==> config.mk <==
export PLATFORM = sky130hd
export DESIGN_NAME = button_debounce
export DESIGN_NICKNAME = d
export VERILOG_FILES = /design/src/rtl/button_pkg.sv /design/src/rtl/button_debounce_ch.sv /design/src/rtl/button_debounce.sv
export SDC_FILE = /design/constraint.sdc
export NUM_CORES = 1
export LEC_CHECK = 0
export ABC_AREA = 1
export CORE_MARGIN = 4
export CORE_UTILIZATION = 53
export CTS_BUF_LIST = sky130_fd_sc_hd__clkbuf_4 sky130_fd_sc_hd__clkbuf_8
export CTS_CLUSTER_DIAMETER = 50
export DETAILED_ROUTE_END_ITERATION = 7
export GPL_ROUTABILITY_DRIVEN = 0
export GPL_TIMING_DRIVEN = 1
export MAX_ROUTING_LAYER = met4
export PLACE_DENSITY = 0.81
export SLEW_MARGIN = 20
export SYNTH_ARGS = -nofsm -noshare
export SYNTH_HDL_FRONTEND = slang
export SYNTH_SLANG_ARGS = --single-unit
==> constraint.sdc <==
create_clock -name clk -period 1.37 [get_ports clk]
set_input_delay 0.3425 -clock clk [delete_from_list [all_inputs] [get_ports clk]]
set_output_delay 0.3425 -clock clk [all_outputs]
set_load 0.02 [all_outputs]
==> src/rtl/button_pkg.sv <==
// Shared state encoding and default constants for the button_debounce slice.
package button_pkg;

  typedef enum logic {
    BTN_RELEASED = 1'b0,
    BTN_PRESSED  = 1'b1
  } btn_state_t;

  localparam int DEFAULT_DEBOUNCE_CYCLES = 1000000;
  localparam int DEFAULT_SYNC_STAGES     = 2;

endpackage

==> src/rtl/button_debounce_ch.sv <==
// One button channel: synchroniser, stability counter, press/release FSM.
// Auto-repeat logic is built only when BUTTON_DEBOUNCE_REPEAT_EN is defined.
//
// state        | meaning
// BTN_RELEASED | debounced level 0, waiting for a stable press
// BTN_PRESSED  | debounced level 1, waiting for a stable release
module button_debounce_ch import button_pkg::*; #(
  parameter int SYNC_STAGES     = DEFAULT_SYNC_STAGES,
  parameter int DEBOUNCE_CYCLES = DEFAULT_DEBOUNCE_CYCLES,
  parameter bit ACTIVE_LOW      = 1'b1,
  parameter int CNT_W           = $clog2(DEBOUNCE_CYCLES + 1)
`ifdef BUTTON_DEBOUNCE_REPEAT_EN
  ,
  parameter int REPEAT_DELAY    = 25000000,
  parameter int REPEAT_PERIOD   = 5000000
`endif
) (
  input  logic clk,
  input  logic rst_n,
  input  logic button,
  output logic level,
  output logic press_pulse,
  output logic release_pulse
`ifdef BUTTON_DEBOUNCE_REPEAT_EN
  ,
  output logic repeat_pulse
`endif
);

  localparam logic [CNT_W-1:0] CNT_LAST = CNT_W'(DEBOUNCE_CYCLES - 1);

  logic [SYNC_STAGES-1:0] sync;
  logic [CNT_W-1:0]       cnt;
  btn_state_t             state;
  logic                   p;
  logic                   accept;

  assign p      = sync[SYNC_STAGES-1] ^ ACTIVE_LOW;
  assign accept = (p != state) && (cnt == CNT_LAST);
  assign level  = state;

  always_ff @(posedge clk or negedge rst_n) begin
    if (!rst_n) begin
      sync          <= {SYNC_STAGES{ACTIVE_LOW}};
      state         <= BTN_RELEASED;
      cnt           <= '0;
      press_pulse   <= 1'b0;
      release_pulse <= 1'b0;
    end else begin
      sync          <= {sync[SYNC_STAGES-2:0], button};
      press_pulse   <= 1'b0;
      release_pulse <= 1'b0;
      if (p == state) begin
        cnt <= '0;
      end else if (cnt == CNT_LAST) begin
        cnt <= '0;
        if (state == BTN_RELEASED) begin
          state       <= BTN_PRESSED;
          press_pulse <= 1'b1;
        end else begin
          state         <= BTN_RELEASED;
          release_pulse <= 1'b1;
        end
      end else begin
        cnt <= cnt + CNT_W'(1);
      end
    end
  end

`ifdef BUTTON_DEBOUNCE_REPEAT_EN
  localparam int REP_MAX = (REPEAT_DELAY > REPEAT_PERIOD) ? REPEAT_DELAY : REPEAT_PERIOD;
  localparam int REP_W   = $clog2(REP_MAX + 1);
  localparam logic [REP_W-1:0] DELAY_LAST  = REP_W'(REPEAT_DELAY - 1);
  localparam logic [REP_W-1:0] PERIOD_LAST = REP_W'(REPEAT_PERIOD - 1);

  logic [REP_W-1:0] rcnt;
  logic             rfirst;

  // Any acceptance (press or release) restarts the schedule; a release
  // acceptance therefore also swallows a repeat that falls due on that edge.
  always_ff @(posedge clk or negedge rst_n) begin
    if (!rst_n) begin
      rcnt         <= '0;
      rfirst       <= 1'b1;
      repeat_pulse <= 1'b0;
    end else begin
      repeat_pulse <= 1'b0;
      if (state == BTN_RELEASED || accept) begin
        rcnt   <= '0;
        rfirst <= 1'b1;
      end else if (rcnt == (rfirst ? DELAY_LAST : PERIOD_LAST)) begin
        rcnt         <= '0;
        rfirst       <= 1'b0;
        repeat_pulse <= 1'b1;
      end else begin
        rcnt <= rcnt + REP_W'(1);
      end
    end
  end
`endif

endmodule

==> src/rtl/button_debounce.sv <==
// Multi-channel push-button conditioner; one button_debounce_ch per pin.
// Define BUTTON_DEBOUNCE_REPEAT_EN to add the btn_repeat auto-repeat output.
module button_debounce import button_pkg::*; #(
  parameter int CH              = 4,
  parameter int SYNC_STAGES     = DEFAULT_SYNC_STAGES,
  parameter int DEBOUNCE_CYCLES = DEFAULT_DEBOUNCE_CYCLES,
  parameter bit ACTIVE_LOW      = 1'b1,
  parameter int CNT_W           = $clog2(DEBOUNCE_CYCLES + 1)
`ifdef BUTTON_DEBOUNCE_REPEAT_EN
  ,
  parameter int REPEAT_DELAY    = 25000000,
  parameter int REPEAT_PERIOD   = 5000000
`endif
) (
  input  logic          clk,
  input  logic          rst_n,
  input  logic [CH-1:0] button,
  output logic [CH-1:0] btn_level,
  output logic [CH-1:0] btn_press,
  output logic [CH-1:0] btn_release
`ifdef BUTTON_DEBOUNCE_REPEAT_EN
  ,
  output logic [CH-1:0] btn_repeat
`endif
);

  for (genvar i = 0; i < CH; i++) begin : g_ch
    button_debounce_ch #(
      .SYNC_STAGES     (SYNC_STAGES),
      .DEBOUNCE_CYCLES (DEBOUNCE_CYCLES),
      .ACTIVE_LOW      (ACTIVE_LOW),
      .CNT_W           (CNT_W)
`ifdef BUTTON_DEBOUNCE_REPEAT_EN
      ,
      .REPEAT_DELAY    (REPEAT_DELAY),
      .REPEAT_PERIOD   (REPEAT_PERIOD)
`endif
    ) u_ch (
      .clk           (clk),
      .rst_n         (rst_n),
      .button        (button[i]),
      .level         (btn_level[i]),
      .press_pulse   (btn_press[i]),
      .release_pulse (btn_release[i])
`ifdef BUTTON_DEBOUNCE_REPEAT_EN
      ,
      .repeat_pulse  (btn_repeat[i])
`endif
    );
  end

endmodule

==> run summary, run 1 <==
Worst Setup End Kind = register
FMAX = 699 MHz
Setup TNS = -0.182 ns
Unrepaired setup endpoints after global routing = true
Actual slew at the worst max-slew pin = 0.322 ns
Die ar. = 11500 sq um
Setup CP Type = register to register
Final nets = 732
Gate Count Post-Synth = 655
Design area = 6520 sq um
Most frequent cells in the layout = nor2_1 (136), nand2_1 (92), dfrtp_1 (87)
GR peak layer = met2
Wire per inst = 15.0 microns
Remaining global-route overflow = 0
DRC Markers = 0
Synth top area cells = dfrtp_1 (44%), nor2_1 (12%), nand2_1 (7.2%)
Post-Place Worst Slack = -0.0581 ns
Vias = 4714
Yosys cell types = 30
Antenna Cells = 0
Vias in the first global route = 4406
Antenna violations before repair = 0
Worst setup margin = -0.0610 ns
Clk buf depth = 2
Core Region = 9420 sq um
Starting Density = 0.555
Met3 Use GR = 0.0480
Mean Syn Cell Area = 7.98 sq um
Status = finished with violations
CP Launch Type = register
Setup violators final = 9
Clock latency on the worst-skew pair = 0.37 ns
Die X = 107 microns
Cell taking the most area after synthesis = dfrtp_1
Register area share after synthesis = 0.481
Routed vias/inst = 5.51
Lkg Pwr = 2.86 nW
Post-synth top area share = 0.441
Starting DRT DRC Count = 327
Pwr per Cell Area = 802 nW/um^2
Drt first pass iters = 7
Cell row count = 35
Sinks on the clock net = 100
Cell Area, Synth = 5230 sq um
Final cycle utilization of the critical path = 1.04
Total track usage = 0.210
Most common cell after layout, fill and taps aside = nor2_1
Critical path peak fanout = 4
Worst EP required = 1.62 ns
Die Ht = 107 microns
Htree depth = 3
Number of fill cells = 653
CTS tree = yes
Rel. slew slack = 0.785
Max cap viols = 0
Pin count of the biggest net entering global routing = 35
Placed cell areas = 5740 sq um
Met1 usage = 0.253
Failing checks = setup timing
YS warnings = 0
Routed Wire Length = 12900 microns
Critical path data arrival time = 1.68 ns
Max-slew violations = 0
Min cycle time layout = 1.43 ns
Worst R2R Setup Slack = -0.06 ns
Hold Crit Class = register to register
HPWL Detailed = 7690 microns
TritonCTS Buffers = 9
Num ports = 18
First-pass GRT wire length = 19100 microns
Clock Skew = 0.0111 ns
Share of post-route cells with drive strength above 1 = 0.275
Clock-pin slew on the worst setup and hold paths = 0.09 ns
IO Port Bufs = 17
Yosys reg bits = 100
Post-route ant nets = 0
Final Power = 5.23 mW
P&R area growth vs syn = 24.8%
M2 GR Usage = 0.346
Syn nets = 665
Peak supply drop = 702 uV
Final Hold Viols = 0
Clock root buffer = clkbuf_8
==> cell families (layout without fill, tap and decap cells) <==
family	count (synthesis)	in the layout	share of synthesized area
fa+ha+maj	4	4	0.00958
compound gates	23	23	0.0247
simple gates	397	398	0.342
flops	100	100	0.481
xor+xnor	41	41	0.0687
buf+inv	90	161	0.0742
==> Yosys cell counts, drive strengths merged <==
| cell | instances |
|---|---|
| a21oi | 11 |
| a31oi | 1 |
| and2 | 1 |
| buf | 14 |
| dfrtp | 92 |
| dfstp | 8 |
| ha | 4 |
| inv | 76 |
| nand2 | 109 |
| nand3 | 75 |
| nand3b | 2 |
| nand4 | 5 |
| nor2 | 184 |
| nor3 | 15 |
| nor3b | 5 |
| nor4 | 1 |
| o21a | 3 |
| o21ai | 6 |
| o21bai | 2 |
| xnor2 | 11 |
| xor2 | 30 |
==> registers in the layout (all words and copies together), names as in the netlist <==
register                 cells
g_ch.u_ch.press_pulse        4
g_ch.u_ch.level              4
g_ch.u_ch.release_pulse      4
g_ch.u_ch.cnt               80
g_ch.u_ch.sync               8
==> final timing paths <==
kind,endpoint,cells past startpoint,startpoint
worst max-delay path,g_ch[0].u_ch.cnt[14],5,g_ch[0].u_ch.cnt[4]
worst min-delay path,g_ch[1].u_ch.sync[1],0,g_ch[1].u_ch.sync[0]
worst max register to register,g_ch[0].u_ch.cnt[14],5,g_ch[0].u_ch.cnt[4]
worst min register to register,g_ch[1].u_ch.sync[1],0,g_ch[1].u_ch.sync[0]
max in group asynchronous,g_ch[3].u_ch.cnt[3],3,rst_n
min in group asynchronous,g_ch[1].u_ch.cnt[17],2,rst_n
==> where the power goes <==
part	leakage [nW]	switching, mW	internal, mW
Combinational	1.40	0.167	0.111
Sequential	1.35	0.0449	3.00
Clock	0.106	1.01	0.895
Total	2.86	1.22	4.01
==> through the flow <==
step | hold WS [ns] | std cells | util
6_report | 0.358 | 856 | 0.692
5_1_grt | 0.356 | 856 | 0.692
4_1_cts | 0.362 | 839 | 0.643
3_5_place_dp | 0.266 | 822 | 0.610
3_3_place_gp | 0.264 | 822 | 0.610
2_1_floorplan | 0.0469 | 655 | -
==> cell type report <==
class,instances,area (sq um),area share
Multi-Input combinational cell,466,2800,0.430
Sequential cell,100,2520,0.386
Clock buffer,10,138,0.0211
Inverter,76,285,0.0438
Tap cell,129,161,0.0248
Clock inverter,6,62.6,0.00960
Timing Repair Buffer,69,551,0.0844
==> what timing repair did <==
item	CTS	global route
gates resized for setup	63	102
cloned	0	2
endpoints found under the hold margin	14	0
hold buffers	1	0
buffers inserted	0	15
pin swaps	3	27
setup endpoints to repair	55	78
==> per-layer routing <==
layer / routed length, microns / up-vias
li1: - / 2183
met1: 5070 / 2280
met2: 6600 / 198
met3: 777 / 53
met4: 416 / 0
met5: 0 / -
==> worst max-delay path, cell delays in order, from the launching register on <==
cell	delay [ns]
dfrtp_1	0.41
nand2_1	0.21
nor3_2	0.28
nand2_1	0.09
nor3_1	0.22
nor2_1	0.10
(Power assumes the default switching activity.)
==> run 2: changes to the inputs <==
--- a/config.mk
+++ b/config.mk
@@ -15,7 +15,7 @@
 export GPL_TIMING_DRIVEN = 1
 export MAX_ROUTING_LAYER = met4
 export PLACE_DENSITY = 0.81
-export SLEW_MARGIN = 20
 export SYNTH_ARGS = -nofsm -noshare
 export SYNTH_HDL_FRONTEND = slang
 export SYNTH_SLANG_ARGS = --single-unit
+export TNS_END_PERCENT = 30
==> run summary, run 2 (synthesis results as in run 1) <==
Max-slew violations = 0 (unchanged)
Critical Path Sink = g_ch[0].u_ch.cnt[13]
Clock Skew = 0.0113 ns (+0.000124 ns)
Reg2reg end = g_ch[0].u_ch.cnt[13]
Die ar. = 11500 sq um (unchanged)
Die Ht = 107 microns (unchanged)
Cell row count = 35 (unchanged)
IO Port Bufs = 17 (unchanged)
Final nets = 723 (-1.2%)
CTS tree = yes
Max cap viols = 0 (unchanged)
DRC Markers = 0 (unchanged)
TritonCTS Buffers = 9 (unchanged)
Biggest register = g_ch.u_ch.cnt
Setup violators final = 7 (-2)
Critical path peak fanout = 4 (unchanged)
Setup CP Type = register to register
Pwr per Cell Area = 825 nW/um^2 (+2.8%)
Die X = 107 microns (unchanged)
Hold Crit Class = register to register
Antenna Cells = 0 (unchanged)
Min cycle time layout = 1.44 ns (+0.00565 ns)
Placed cells = 822 (unchanged)
Lkg Pwr = 2.77 nW (-3.1%)
Vias = 4527 (-4.0%)
Routed Wire Length = 12300 microns (-4.7%)
Failing checks = setup timing
Regs by FF count = g_ch.u_ch.cnt x80, g_ch.u_ch.sync x8
P&R area growth vs syn = 21.1%
Share of post-route cells with drive strength above 1 = 0.242 (-0.0328)
Layout Cells excl Fill = 847 (-1.1%)
Most frequent cells in the layout = nor2_1 (139), nand2_1 (94), dfrtp_1 (88)
R2R depth = 6 (+1)
Final cycle utilization of the critical path = 1.05 (+0.00412)
Wire per inst = 14.5 microns (-3.7%)
Routed vias/inst = 5.34 (-2.9%)
Worst EP required = 1.66 ns (+0.04 ns)
Worst Setup End Kind = register
Worst setup margin = -0.0667 ns (-0.00565 ns)
Remaining global-route overflow = 0 (unchanged)
Htree depth = 3 (unchanged)
Actual slew at the worst max-slew pin = 0.324 ns (+0.00142 ns)
Post-layout util = 0.672 (-0.0205)
Core Region = 9420 sq um (unchanged)
Clock-pin slew on the worst setup and hold paths = 0.10 ns (about the same)
Unrepaired setup endpoints after global routing = true
Starting Density = 0.555 (unchanged)
CP Launch Type = register
Total track usage = 0.209 (-0.000797)
Starting DRT DRC Count = 321 (-1.8%)
Max FFs per register = 80 (unchanged)
Antenna violations before repair = 0 (unchanged)
Most common cell after layout, fill and taps aside = nor2_1
First-pass GRT wire length = 19000 microns (-0.43%)
Final Hold Viols = 0 (unchanged)
Clock root buffer = clkbuf_8
Final Power = 5.22 mW (-0.25%)
Pin count of the biggest net entering global routing = 35 (unchanged)
HPWL Detailed = 7690 microns (unchanged)
Worst R2R Setup Slack = -0.07 ns (about the same)
Critical path origin = g_ch[0].u_ch.cnt[9]
Vias in the first global route = 4391 (-0.34%)
Status = finished with violations
Post-route ant nets = 0 (unchanged)
Number of fill cells = 706 (+8.1%)
Reg2Reg Launch Point = g_ch[0].u_ch.cnt[9]
Num ports = 18 (unchanged)
Drt first pass iters = 6 (-1)
Sinks on the clock net = 100 (unchanged)
Clock latency on the worst-skew pair = 0.36 ns (about the same)
Hold Slack = 0.358 ns (-0.0000410 ns)
Clk buf depth = 2 (unchanged)
Critical path data arrival time = 1.73 ns (+0.05 ns)
Rel. slew slack = 0.784 (-0.000943)
Peak supply drop = 705 uV (+0.40%)
FMAX = 696 MHz (-0.39%)
run 2: final cells by class:
| class | count | area (sq um) | share of cell area |
|---|---|---|---|
| timing repair buffer | 61 | 479 | 0.0757 |
| clock inverter | 6 | 62.6 | 0.00989 |
| multi-input combinational | 465 | 2680 | 0.424 |
| sequential | 100 | 2520 | 0.398 |
| inverter | 76 | 285 | 0.0451 |
| tap | 129 | 161 | 0.0255 |
| clock buffer | 10 | 138 | 0.0218 |
run 2: stage by stage:
step                setup WS, ns  cell area, sq um  setup TNS (ns)
finish                   -0.0667              6330          -0.179
global route              -0.141              6330           -2.37
CTS                      -0.0343              6020         -0.0996
detailed placement       -0.0581              5740          -0.684
global placement         0.00833              5740               0
floorplan                 0.0543              5230               0
run 2: what timing repair did:
action                                  4_1_cts  5_1_grt
gates resized for setup                      58       78
endpoints found under the hold margin        14        0
setup buffers                                 0        8
pin swaps                                     1       20
hold buffers                                  1        0
endpoints found under the setup margin       55       76
run 2: routing by layer:
| metal | wire (microns) | part of all wire | global-route usage | vias up |
|---|---|---|---|---|
| met5 | 0 | 0 | - | - |
| met4 | 297 | 0.024 | 0.0767 | 0 |
| met3 | 662 | 0.054 | 0.0516 | 36 |
| met2 | 6360 | 0.52 | 0.345 | 147 |
| met1 | 4940 | 0.40 | 0.251 | 2180 |
| li1 | - | - | - | 2164 |
run 2: power by group:
group	leakage (nW)	internal [mW]	switching [mW]
registers	1.35	3.00	0.0428
clock network	0.106	0.895	1.01
logic	1.31	0.108	0.165
total	2.77	4.00	1.21
run 2: how the worst min path moves through the flow:
stage | start | to | slack [ns] | cells after the start
global placement | rst_n | g_ch[1].u_ch.cnt[13] | 0.26 | 1
finish | g_ch[1].u_ch.sync[0] | g_ch[1].u_ch.sync[1] | 0.36 | 0
global route | button[0] | g_ch[0].u_ch.sync[0] | 0.35 | 1
CTS | g_ch[2].u_ch.sync[0] | g_ch[2].u_ch.sync[1] | 0.36 | 0
detailed placement | rst_n | g_ch[1].u_ch.cnt[13] | 0.27 | 1
floorplan | rst_n | g_ch[0].u_ch.cnt[0] | 0.05 | 0
run 2: worst max-delay path: stages, from the launching register on:
cell and delay (ns):
dfrtp_1 0.44, nand2_1 0.11, nor2_1 0.29, nand3_1 0.20
o21bai_1 0.18, nand2_1 0.07, nor2_1 0.08
==> run 3: changes to the inputs <==
--- a/config.mk
+++ b/config.mk
@@ -13,7 +13,6 @@
 export DETAILED_ROUTE_END_ITERATION = 7
 export GPL_ROUTABILITY_DRIVEN = 0
 export GPL_TIMING_DRIVEN = 1
-export MAX_ROUTING_LAYER = met4
 export PLACE_DENSITY = 0.81
 export SYNTH_ARGS = -nofsm -noshare
 export SYNTH_HDL_FRONTEND = slang
==> run summary, run 3 (synthesis results as in run 1) <==
Status = finished with violations
Max cap viols = 0 (unchanged)
Setup CP Type = register to register
Number of fill cells = 696 (-1.4%)
Critical path peak fanout = 4 (unchanged)
Wire per inst = 14.4 microns (-0.82%)
Max-slew violations = 0 (unchanged)
Pin count of the biggest net entering global routing = 35 (unchanged)
Clock root buffer = clkbuf_8
GR peak layer = met2
Post-route ant nets = 0 (unchanged)
Slowest CP cell = dfrtp_1
FF/Latch Area = 2520 sq um (unchanged)
Pwr per Cell Area = 823 nW/um^2 (-0.21%)
Most common cell after layout, fill and taps aside = nor2_1
Placed cells = 822 (unchanged)
Core Region = 9420 sq um (unchanged)
Peak supply drop = 706 uV (+0.15%)
Setup TNS = -0.239 ns (-0.0608 ns)
P&R area growth vs syn = 21.3%
Starting Density = 0.555 (unchanged)
Met3 Use GR = 0.0492 (-0.00240)
Clock Skew = 0.0112 ns (-0.0000273 ns)
HPWL Detailed = 7690 microns (unchanged)
Actual slew at the worst max-slew pin = 0.321 ns (-0.00226 ns)
Antenna violations before repair = 0 (unchanged)
Worst EP required = 1.66 ns (about the same)
Clock-pin slew on the worst setup and hold paths = 0.10 ns (about the same)
Sinks on the clock net = 100 (unchanged)
Clock latency on the worst-skew pair = 0.36 ns (about the same)
Total track usage = 0.203 (-0.00658)
Most frequent cells in the layout = nor2_1 (138), nand2_1 (94), dfrtp_1 (88)
Placed cell areas = 5740 sq um (unchanged)
Layout Cells excl Fill = 847 (unchanged)
Final cycle utilization of the critical path = 1.05 (+0.00451)
Routed vias/inst = 5.36 (+0.31%)
Lkg Pwr = 2.77 nW (about the same)
Die Ht = 107 microns (unchanged)
Vias = 4541 (+0.31%)
Htree depth = 3 (unchanged)
CP Launch Type = register
Met1 usage = 0.250 (-0.00118)
Failing checks = setup timing
Worst Setup End Kind = register
Num ports = 18 (unchanged)
Worst setup margin = -0.0728 ns (-0.00617 ns)
CP peak stage delay = 0.43 ns (about the same)
Min cycle time layout = 1.44 ns (+0.00617 ns)
M2 GR Usage = 0.345 (unchanged)
Cell row count = 35 (unchanged)
TritonCTS Buffers = 9 (unchanged)
DRC Markers = 0 (unchanged)
Starting DRT DRC Count = 250 (-22%)
Die X = 107 microns (unchanged)
Hold Slack = 0.358 ns (+0.000259 ns)
Unrepaired setup endpoints after global routing = true
FMAX = 693 MHz (-0.43%)
Biggest register = g_ch.u_ch.cnt
Clk buf depth = 2 (unchanged)
Final nets = 723 (unchanged)
Drt first pass iters = 5 (-1)
IO Port Bufs = 17 (unchanged)
Critical path data arrival time = 1.74 ns (about the same)
Post-Place Worst Slack = -0.0581 ns (unchanged)
Routed Wire Length = 12200 microns (-0.82%)
Die ar. = 11500 sq um (unchanged)
Setup violators final = 8 (+1)
Remaining global-route overflow = 0 (unchanged)
Vias in the first global route = 4394 (+0.068%)
First-pass GRT wire length = 19000 microns (-0.11%)
Hold Crit Class = register to register
Final Hold Viols = 0 (unchanged)
Design area = 6340 sq um (+0.14%)
Area taken by multi-input logic gates = 2690 sq um (about the same)
Final Power = 5.21 mW (about the same)
Post-layout util = 0.673 (+0.000930)
Antenna Cells = 0 (unchanged)
Regs by FF count = g_ch.u_ch.cnt x80, g_ch.u_ch.sync x8
Max FFs per register = 80 (unchanged)
Rel. slew slack = 0.785 (about the same)
CTS tree = yes
Share of post-route cells with drive strength above 1 = 0.244 (+0.00139)
Cells along the critical path = nand2_1 > nor2_1 > nand3_1 > o21bai_1 > nand2_1 > nor2_1
==> run 3: cell count changes in the layout (fill, tap and decap cells not counted), sizes merged <==
cell	change
buf	-1
clkdlybuf4s15	+1
==> run 3: final timing paths <==
check                                     start                    to  slack, ns  depth (start not counted)
max                         g_ch[0].u_ch.cnt[9]  g_ch[0].u_ch.cnt[13]      -0.07                          6
min reg2reg                g_ch[1].u_ch.sync[0]  g_ch[1].u_ch.sync[1]       0.36                          0
max reg2reg                 g_ch[0].u_ch.cnt[9]  g_ch[0].u_ch.cnt[13]      -0.07                          6
min in group asynchronous                 rst_n  g_ch[1].u_ch.cnt[17]       0.41                          2
max in group asynchronous                 rst_n   g_ch[3].u_ch.cnt[3]       0.41                          3
min                        g_ch[1].u_ch.sync[0]  g_ch[1].u_ch.sync[1]       0.36                          0
==> run 3: timing repair <==
action                     in CTS  in global routing
pin swaps                       1                 20
resized for setup              58                 78
hold endpoints to repair       14                  0
buffers inserted                0                  8
setup endpoints to repair      55                 75
gates cloned                    0                  0
hold buffers                    1                  0
==> run 3: layer usage <==
metal,part of all wire,vias to the layer above
met5,0,-
met4,0.024,0
met3,0.057,34
met2,0.52,173
met1,0.40,2176
li1,-,2158
==> run 3: power breakdown <==
group          internal (mW)  switching [mW]  leakage [nW]
combinational          0.108           0.164          1.31
sequential              3.00          0.0428          1.35
clock                  0.895            1.00         0.106
total                   4.00            1.21          2.77
==> run 3: layout make-up <==
type / instances / area share
clock buffer: 10 / 0.0217
clock inverter: 6 / 0.00987
inverter: 76 / 0.0450
multi-input combinational: 465 / 0.424
sequential: 100 / 0.397
tap: 129 / 0.0255
timing repair buffer: 61 / 0.0766
==> run 3: worst max-delay path, delay by kind of cell, from the launching register on <==
kind | cells | cell delay (ns)
and+or+nand+nor | 5 | 0.76
DFF | 1 | 0.43
AOI/OAI and AO/OA | 1 | 0.18
